$ cat src/rtl/fetch_pc_control_if.sv
// Instruction-memory read bus between the fetch stage (master) and imem (slave).
// A request is held (rd_en + addr stable) until the cycle imem_ack_in is high.
interface fetch_pc_control_if #(
    parameter int PC_WIDTH          = 32,
    parameter int INSTRUCTION_WIDTH = 32
);
    logic                         imem_rd_en_out;
    logic [PC_WIDTH-1:0]          imem_addr_out;
    logic                         imem_ack_in;
    logic [INSTRUCTION_WIDTH-1:0] imem_data_in;

    modport master (
        output imem_rd_en_out, imem_addr_out,
        input  imem_ack_in, imem_data_in
    );

    modport slave (
        input  imem_rd_en_out, imem_addr_out,
        output imem_ack_in, imem_data_in
    );
endinterface

$ cat src/rtl/fetch_pc_control.sv
// Fetch-stage PC owner. Issues word reads over the imem bus, delivers
// {instruction, pc, pc+4} to IF/ID, parks one ack in a skid buffer while the
// downstream is stalled, and squashes in-flight fetches on an execute redirect.
// Optional feature macro: UDLX_FETCH_PERF_CNT_EN (redirect and stall counters).
module fetch_pc_control #(
    parameter int                  PC_WIDTH          = 32,
    parameter int                  INSTRUCTION_WIDTH = 32,
    parameter logic [PC_WIDTH-1:0] RESET_PC          = '0,
    parameter int                  PERF_CNT_WIDTH    = 16
) (
    input  logic                         clk,
    input  logic                         rst_n,
    input  logic                         stall_in,
    input  logic                         select_new_pc_in,
    input  logic [PC_WIDTH-1:0]          new_pc_in,
    fetch_pc_control_if.master           imem,
    output logic [INSTRUCTION_WIDTH-1:0] instruction_out,
    output logic                         instruction_valid_out,
    output logic [PC_WIDTH-1:0]          pc_out,
    output logic [PC_WIDTH-1:0]          new_pc_out,
    output logic [PERF_CNT_WIDTH-1:0]    redirect_count_out,
    output logic [PERF_CNT_WIDTH-1:0]    stall_count_out
);
    typedef enum logic [1:0] {BOOT, REQ, HOLD, DRAIN} state_e;

    state_e                         state_q, state_d;
    logic [PC_WIDTH-1:0]            pc_q, pc_d;
    logic                           rd_en_q, rd_en_d;
    logic [INSTRUCTION_WIDTH-1:0]   instr_q, instr_d;
    logic                           valid_q, valid_d;
    logic [PC_WIDTH-1:0]            pc_out_q, pc_out_d;
    logic [PC_WIDTH-1:0]            npc_out_q, npc_out_d;
    logic [INSTRUCTION_WIDTH-1:0]   skid_instr_q, skid_instr_d;
    logic [PC_WIDTH-1:0]            skid_pc_q, skid_pc_d;
    logic [PC_WIDTH-1:0]            skid_npc_q, skid_npc_d;
    logic [PC_WIDTH-1:0]            pc_plus4;
    logic [PC_WIDTH-1:0]            redirect_pc;

    // PC+4 wraps naturally at the top of the address space
    assign pc_plus4    = pc_q + PC_WIDTH'(4);
    // Redirect targets are forced to word alignment
    assign redirect_pc = new_pc_in & ~PC_WIDTH'(3);

    // Next-state: fetch sequencing, skid capture, redirect squash (redirect wins)
    always_comb begin
        state_d      = state_q;
        pc_d         = pc_q;
        instr_d      = instr_q;
        valid_d      = valid_q;
        pc_out_d     = pc_out_q;
        npc_out_d    = npc_out_q;
        skid_instr_d = skid_instr_q;
        skid_pc_d    = skid_pc_q;
        skid_npc_d   = skid_npc_q;
        // Nothing delivered this cycle: drop valid unless downstream is frozen
        if (!stall_in) valid_d = 1'b0;
        case (state_q)
            BOOT: state_d = REQ;  // any ack seen here is stale and ignored
            REQ: begin
                if (imem.imem_ack_in) begin
                    pc_d = pc_plus4;
                    if (!stall_in) begin
                        instr_d   = imem.imem_data_in;
                        pc_out_d  = pc_q;
                        npc_out_d = pc_plus4;
                        valid_d   = 1'b1;
                    end else begin
                        skid_instr_d = imem.imem_data_in;
                        skid_pc_d    = pc_q;
                        skid_npc_d   = pc_plus4;
                        state_d      = HOLD;
                    end
                end
            end
            HOLD: begin
                if (!stall_in) begin
                    instr_d   = skid_instr_q;
                    pc_out_d  = skid_pc_q;
                    npc_out_d = skid_npc_q;
                    valid_d   = 1'b1;
                    state_d   = REQ;
                end
            end
            DRAIN: if (imem.imem_ack_in) state_d = REQ;  // discard the squashed data
            default: state_d = BOOT;
        endcase
        if (select_new_pc_in) begin
            pc_d         = redirect_pc;
            valid_d      = 1'b0;
            skid_instr_d = '0;
            skid_pc_d    = '0;
            skid_npc_d   = '0;
            // Only an unacked request leaves something in flight to drain.
            // A redirect in DRAIN that coincides with the ack has nothing left
            // to wait for, so it goes straight to REQ instead of hanging.
            case (state_q)
                REQ, DRAIN: state_d = imem.imem_ack_in ? REQ : DRAIN;
                default:    state_d = REQ;
            endcase
        end
        rd_en_d = (state_d == REQ);
    end

    // State and output registers
    always_ff @(posedge clk or negedge rst_n) begin
        if (!rst_n) begin
            state_q      <= BOOT;
            pc_q         <= RESET_PC;
            rd_en_q      <= 1'b0;
            instr_q      <= '0;
            valid_q      <= 1'b0;
            pc_out_q     <= '0;
            npc_out_q    <= '0;
            skid_instr_q <= '0;
            skid_pc_q    <= '0;
            skid_npc_q   <= '0;
        end else begin
            state_q      <= state_d;
            pc_q         <= pc_d;
            rd_en_q      <= rd_en_d;
            instr_q      <= instr_d;
            valid_q      <= valid_d;
            pc_out_q     <= pc_out_d;
            npc_out_q    <= npc_out_d;
            skid_instr_q <= skid_instr_d;
            skid_pc_q    <= skid_pc_d;
            skid_npc_q   <= skid_npc_d;
        end
    end

    assign imem.imem_rd_en_out   = rd_en_q;
    assign imem.imem_addr_out    = pc_q;
    assign instruction_out       = instr_q;
    assign instruction_valid_out = valid_q;
    assign pc_out                = pc_out_q;
    assign new_pc_out            = npc_out_q;

`ifdef UDLX_FETCH_PERF_CNT_EN
    logic [PERF_CNT_WIDTH-1:0] redirect_cnt_q, redirect_cnt_d;
    logic [PERF_CNT_WIDTH-1:0] stall_cnt_q, stall_cnt_d;

    // Saturating event counters
    always_comb begin
        redirect_cnt_d = redirect_cnt_q;
        stall_cnt_d    = stall_cnt_q;
        if (select_new_pc_in && (redirect_cnt_q != '1))
            redirect_cnt_d = redirect_cnt_q + PERF_CNT_WIDTH'(1);
        if (stall_in && (stall_cnt_q != '1))
            stall_cnt_d = stall_cnt_q + PERF_CNT_WIDTH'(1);
    end

    // Counter registers
    always_ff @(posedge clk or negedge rst_n) begin
        if (!rst_n) begin
            redirect_cnt_q <= '0;
            stall_cnt_q    <= '0;
        end else begin
            redirect_cnt_q <= redirect_cnt_d;
            stall_cnt_q    <= stall_cnt_d;
        end
    end

    assign redirect_count_out = redirect_cnt_q;
    assign stall_count_out    = stall_cnt_q;
`else
    assign redirect_count_out = '0;
    assign stall_count_out    = '0;
`endif
endmodule

$ cat src/flat_wrapper.sv
// flat-port wrapper written by rule: the top's interface ports become plain ports
module fetch_pc_control_flat 
#(
    parameter int                  PC_WIDTH          = 32,
    parameter int                  INSTRUCTION_WIDTH = 32,
    parameter logic [PC_WIDTH-1:0] RESET_PC          = '0,
    parameter int                  PERF_CNT_WIDTH    = 16
)
  (clk, rst_n, stall_in, select_new_pc_in, new_pc_in, instruction_out, instruction_valid_out, pc_out, new_pc_out, redirect_count_out, stall_count_out, imem_imem_rd_en_out, imem_imem_addr_out, imem_imem_ack_in, imem_imem_data_in);
  fetch_pc_control_if #(.PC_WIDTH(PC_WIDTH), .INSTRUCTION_WIDTH(INSTRUCTION_WIDTH)) imem_i ();
  input  logic clk;
  input  logic rst_n;
  input  logic stall_in;
  input  logic select_new_pc_in;
  input  logic [PC_WIDTH-1:0] new_pc_in;
  output logic [INSTRUCTION_WIDTH-1:0] instruction_out;
  output logic instruction_valid_out;
  output logic [PC_WIDTH-1:0] pc_out;
  output logic [PC_WIDTH-1:0] new_pc_out;
  output logic [PERF_CNT_WIDTH-1:0] redirect_count_out;
  output logic [PERF_CNT_WIDTH-1:0] stall_count_out;
  output wire logic [$bits(imem_i.imem_rd_en_out)-1:0] imem_imem_rd_en_out;
  output wire logic [$bits(imem_i.imem_addr_out)-1:0] imem_imem_addr_out;
  input wire logic [$bits(imem_i.imem_ack_in)-1:0] imem_imem_ack_in;
  input wire logic [$bits(imem_i.imem_data_in)-1:0] imem_imem_data_in;
  assign imem_imem_rd_en_out = imem_i.imem_rd_en_out;
  assign imem_imem_addr_out = imem_i.imem_addr_out;
  assign imem_i.imem_ack_in = imem_imem_ack_in;
  assign imem_i.imem_data_in = imem_imem_data_in;
  fetch_pc_control #(.PC_WIDTH(PC_WIDTH), .INSTRUCTION_WIDTH(INSTRUCTION_WIDTH), .RESET_PC(RESET_PC), .PERF_CNT_WIDTH(PERF_CNT_WIDTH)) u_core (.clk(clk), .rst_n(rst_n), .stall_in(stall_in), .select_new_pc_in(select_new_pc_in), .new_pc_in(new_pc_in), .imem(imem_i), .instruction_out(instruction_out), .instruction_valid_out(instruction_valid_out), .pc_out(pc_out), .new_pc_out(new_pc_out), .redirect_count_out(redirect_count_out), .stall_count_out(stall_count_out));
endmodule
$ cat config.mk
export PLATFORM = sky130hd
export DESIGN_NAME = fetch_pc_control_flat
export DESIGN_NICKNAME = d
export VERILOG_FILES = /design/src/rtl/fetch_pc_control_if.sv /design/src/rtl/fetch_pc_control.sv /design/src/flat_wrapper.sv
export SDC_FILE = /design/constraint.sdc
export NUM_CORES = 1
export LEC_CHECK = 0
export ABC_AREA = 1
export CORE_ASPECT_RATIO = 0.5
export CORE_MARGIN = 3
export CORE_UTILIZATION = 51
export CTS_CLUSTER_DIAMETER = 200
export DETAILED_ROUTE_END_ITERATION = 10
export GPL_TIMING_DRIVEN = 0
export PLACE_DENSITY = 0.8
export SYNTH_ARGS = -nofsm -noshare
export SYNTH_HDL_FRONTEND = slang
export SYNTH_SLANG_ARGS = --single-unit
$ cat constraint.sdc
create_clock -name clk -period 2 [get_ports clk]
set_input_delay 0.4 -clock clk [delete_from_list [all_inputs] [get_ports clk]]
set_output_delay 0.4 -clock clk [all_outputs]
set_load 0.02 [all_outputs]
==> run_results.csv <==
group,metric,value,unit
outcome,status,"finished clean",
synthesis,ys_seq_area_frac,0.5229,
pwr,power.density,1473,nW/um2
min_path,hp-start,"select_new_pc_in",
cts,numCtsBuffers,20,
sta,min_period_over_period,0.9862,
setup_path,cp_cell_sequence,"clkdlybuf4s50_1",
setup_path,ff2ff_setup_slack,0.06,ns
die,ioPinCount,231,
synthesis,ys_ff_latch,220,
sta,max_slew_margin,0.5216,
synthesis,syn-instance-count,1327,
cts,tritoncts,"built",
sta,rsz0062_at_grt,"no",
cts,clkLatencyLatePin,0.50,ns
flow_run,drv_cap,0,
layout,area_growth,31.54,%
cts,path_clk_slew,0.07,ns
setup_path,crit_cells,1,
setup_path,crit_type,"reg -> out",
die,fp-row-count,36,
layout,post-route-util,0.6972,
min_path,hold_path_class,"in -> reg",
pwr,ir_drop,0.0007983,V
die,start_util,0.5300,
setup_path,crit_fanout,5,
global_route,grt_pass1_wl,51800,um
layout,layout_common_cells,"413 x nand2_1, 229 x o21ai_0, 214 x dfrtp_1, 161 x clkdlybuf4s50_1, 102 x inv_1",
layout,fin_nets,1657,
sta,drv_slew,0,
setup_path,worstSetupEndpointType,"output pin",
setup_path,path_buf_inv,1,
setup_path,cp_slowest_cell,"clkdlybuf4s50_1",
global_route,antenna_found_initial,1,
routing,drt-initial-drc-count,848,
global_route,first_global_vias,9706,
setup_path,r2r-start,"u_core.state_q[0]",
synthesis,yosysWarnings,0,
layout,final_common_cell,"nand2_1",
min_path,hold_depth,5,
layout,final_cell_area,13850,um2
routing,firstDrtPassIters,6,
routing,vias_per_cell,5.303,
pwr,leakagePower,6.929,nW
setup_path,rr_endpoint,"u_core.new_pc_out[4]",
setup_path,cp.arrival,1.57,ns
routing,post_drt_wl_per_cell,17.71,um
sta,setup_violations,0,
layout,drive_above_1_share,0.1062,
placement,gp_congestion,0.9083,
die,die_area,22510,um2
setup_path,cp-start-kind,"register",
synthesis,netlist_area,10530,um2
die,die_h,107.6,um
placement,post-dp-hpwl,24060,um
sta,finalHoldViolCount,0,
pwr,power.total,0.02040,W
sta,tightest_slew,0.7176,ns
cts,cts.sinks,220,
die,die_x,209.2,um
cts,clock_tree.htree_level_count,1,
setup_path,cp.required,1.60,ns
cts,cts_root_buffer,"clkbuf_16",
global_route,grt_max_degree,93,
synthesis,avgSynthCellArea,7.933,um2
setup_path,cpLargestDelayFamily,"buffers and inverters",
placement,placed_cell_area,12980,um2
placement,io_buffers,193,
global_route,overflow,0,
min_path,hold_end,"u_core.imem.imem_addr_out[31]",
routing,wl,32920,um
setup_path,slowest_delay,0.64,ns
routing,drc,0,
setup_path,rr_worst_depth,10,
routing,ant_nets,0,
sta,fin_skew,0.01252,ns
cts,clockBufferDepth,3,
sta,layout_min_cycle_time,1.972,ns
sta,max_freq,507.0,MHz
global_route,grt.total_usage,0.2886,
routing,vias,9858,
die,core_area,19860,um2
synthesis,ys_types,32,
-- through the flow --
stage	cells	hold slack, ns	setup slack (ns)	setup TNS [ns]
3_3_place_gp	1819	0.4617	-8.468	-1910.87
3_5_place_dp	1821	0.3424	-0.4550	-56.04
5_1_grt	1859	0.4211	0.0003542	0
4_1_cts	1856	0.3333	-0.005720	-0.005720
2_1_floorplan	1360	0.1044	0.3139	0
6_report	1859	0.3395	0.02762	0
-- layer usage --
layer / vias to the layer above / GRT usage / share of wire
li1: 4661 / - / -
met1: 4723 / 0.4100 / 0.44
met2: 419 / 0.4668 / 0.46
met3: 55 / 0.05182 / 0.081
met4: 0 / 0.06683 / 0.021
met5: - / 0 / 0
-- report_power, final --
group	switching (W)	internal (W)	total, W
clock network	0.00170	0.00228	0.00398
logic	0.00552	0.00365	0.00918
registers	0.00125	0.00599	0.00724
-- registers in the layout, indices dropped and copies added (netlist names) --
name and count:
u_core.state_q 2, u_core.skid_instr_q 32, u_core.instruction_valid_out 1, u_core.instruction_out 32, u_core.skid_pc_q 30, u_core.imem.imem_addr_out 30, u_core.imem.imem_rd_en_out 1, u_core.pc_out 31
u_core.skid_npc_q 31, u_core.new_pc_out 30
-- cells by family after synthesis --
group | share of synthesized area
compound gates | 0.1511
xor+xnor | 0.01129
fa+ha+maj | 0.007131
buf+inv | 0.09401
flops | 0.5229
other cells | 0.0003562
simple gates | 0.2132
-- final cells by class --
type,instances,area (um2)
clock inverters,6,90.09
flip-flops and latches,220,5513
fillers,1665,6016
well taps,266,332.8
plain buffers,110,705.7
repair buffers,200,2036
diodes,1,2.502
clock buffers,26,574.3
inverters,107,405.4
multi-input cells,923,4189
-- synth_stat cells, drive strengths merged --
cell type,n,area (um2)
a21oi,27,135.1
a221oi,1,8.760
a31oi,11,68.82
and2,2,12.51
buf,68,430.4
clkbuf,42,157.7
clkinv,1,3.750
conb,1,3.750
dfrtp,220,5505
ha,6,75.07
inv,106,397.9
nand2,419,1595
nand3,25,125.1
nand4,2,12.51
nor2,113,494.2
nor3,1,5.000
o211ai,1,7.510
o21a,1,7.510
o21ai,262,1315
o22ai,4,25.02
o31ai,3,22.52
xor2,11,118.9
-- repair_timing --
| item | 4_1_cts | 5_1_grt |
|---|---|---|
| hold endpoints to repair | 52 | 0 |
| hold buffers | 1 | 0 |
| setup endpoints to repair | 232 | 197 |
| pin swaps | 1 | 1 |
| buffers inserted | 2 | 2 |
| gates resized for setup | 76 | 46 |
-- how the worst max path moves through the flow --
stage / from / to / slack (ns)
floorplan: u_core.imem.imem_addr_out[3] / u_core.new_pc_out[28] / 0.31
global placement: rst_n / u_core.new_pc_out[18] / -8.47
detailed placement: imem_imem_ack_in / u_core.new_pc_out[14] / -0.45
CTS: u_core.state_q[1] / u_core.pc_out[14] / -0.006
global route: u_core.state_q[0] / u_core.instruction_out[15] / 0.0004
finish: u_core.imem.imem_addr_out[9] / imem_imem_addr_out[9] / 0.03
No activity file was read; power rests on OpenSTA's default activity.
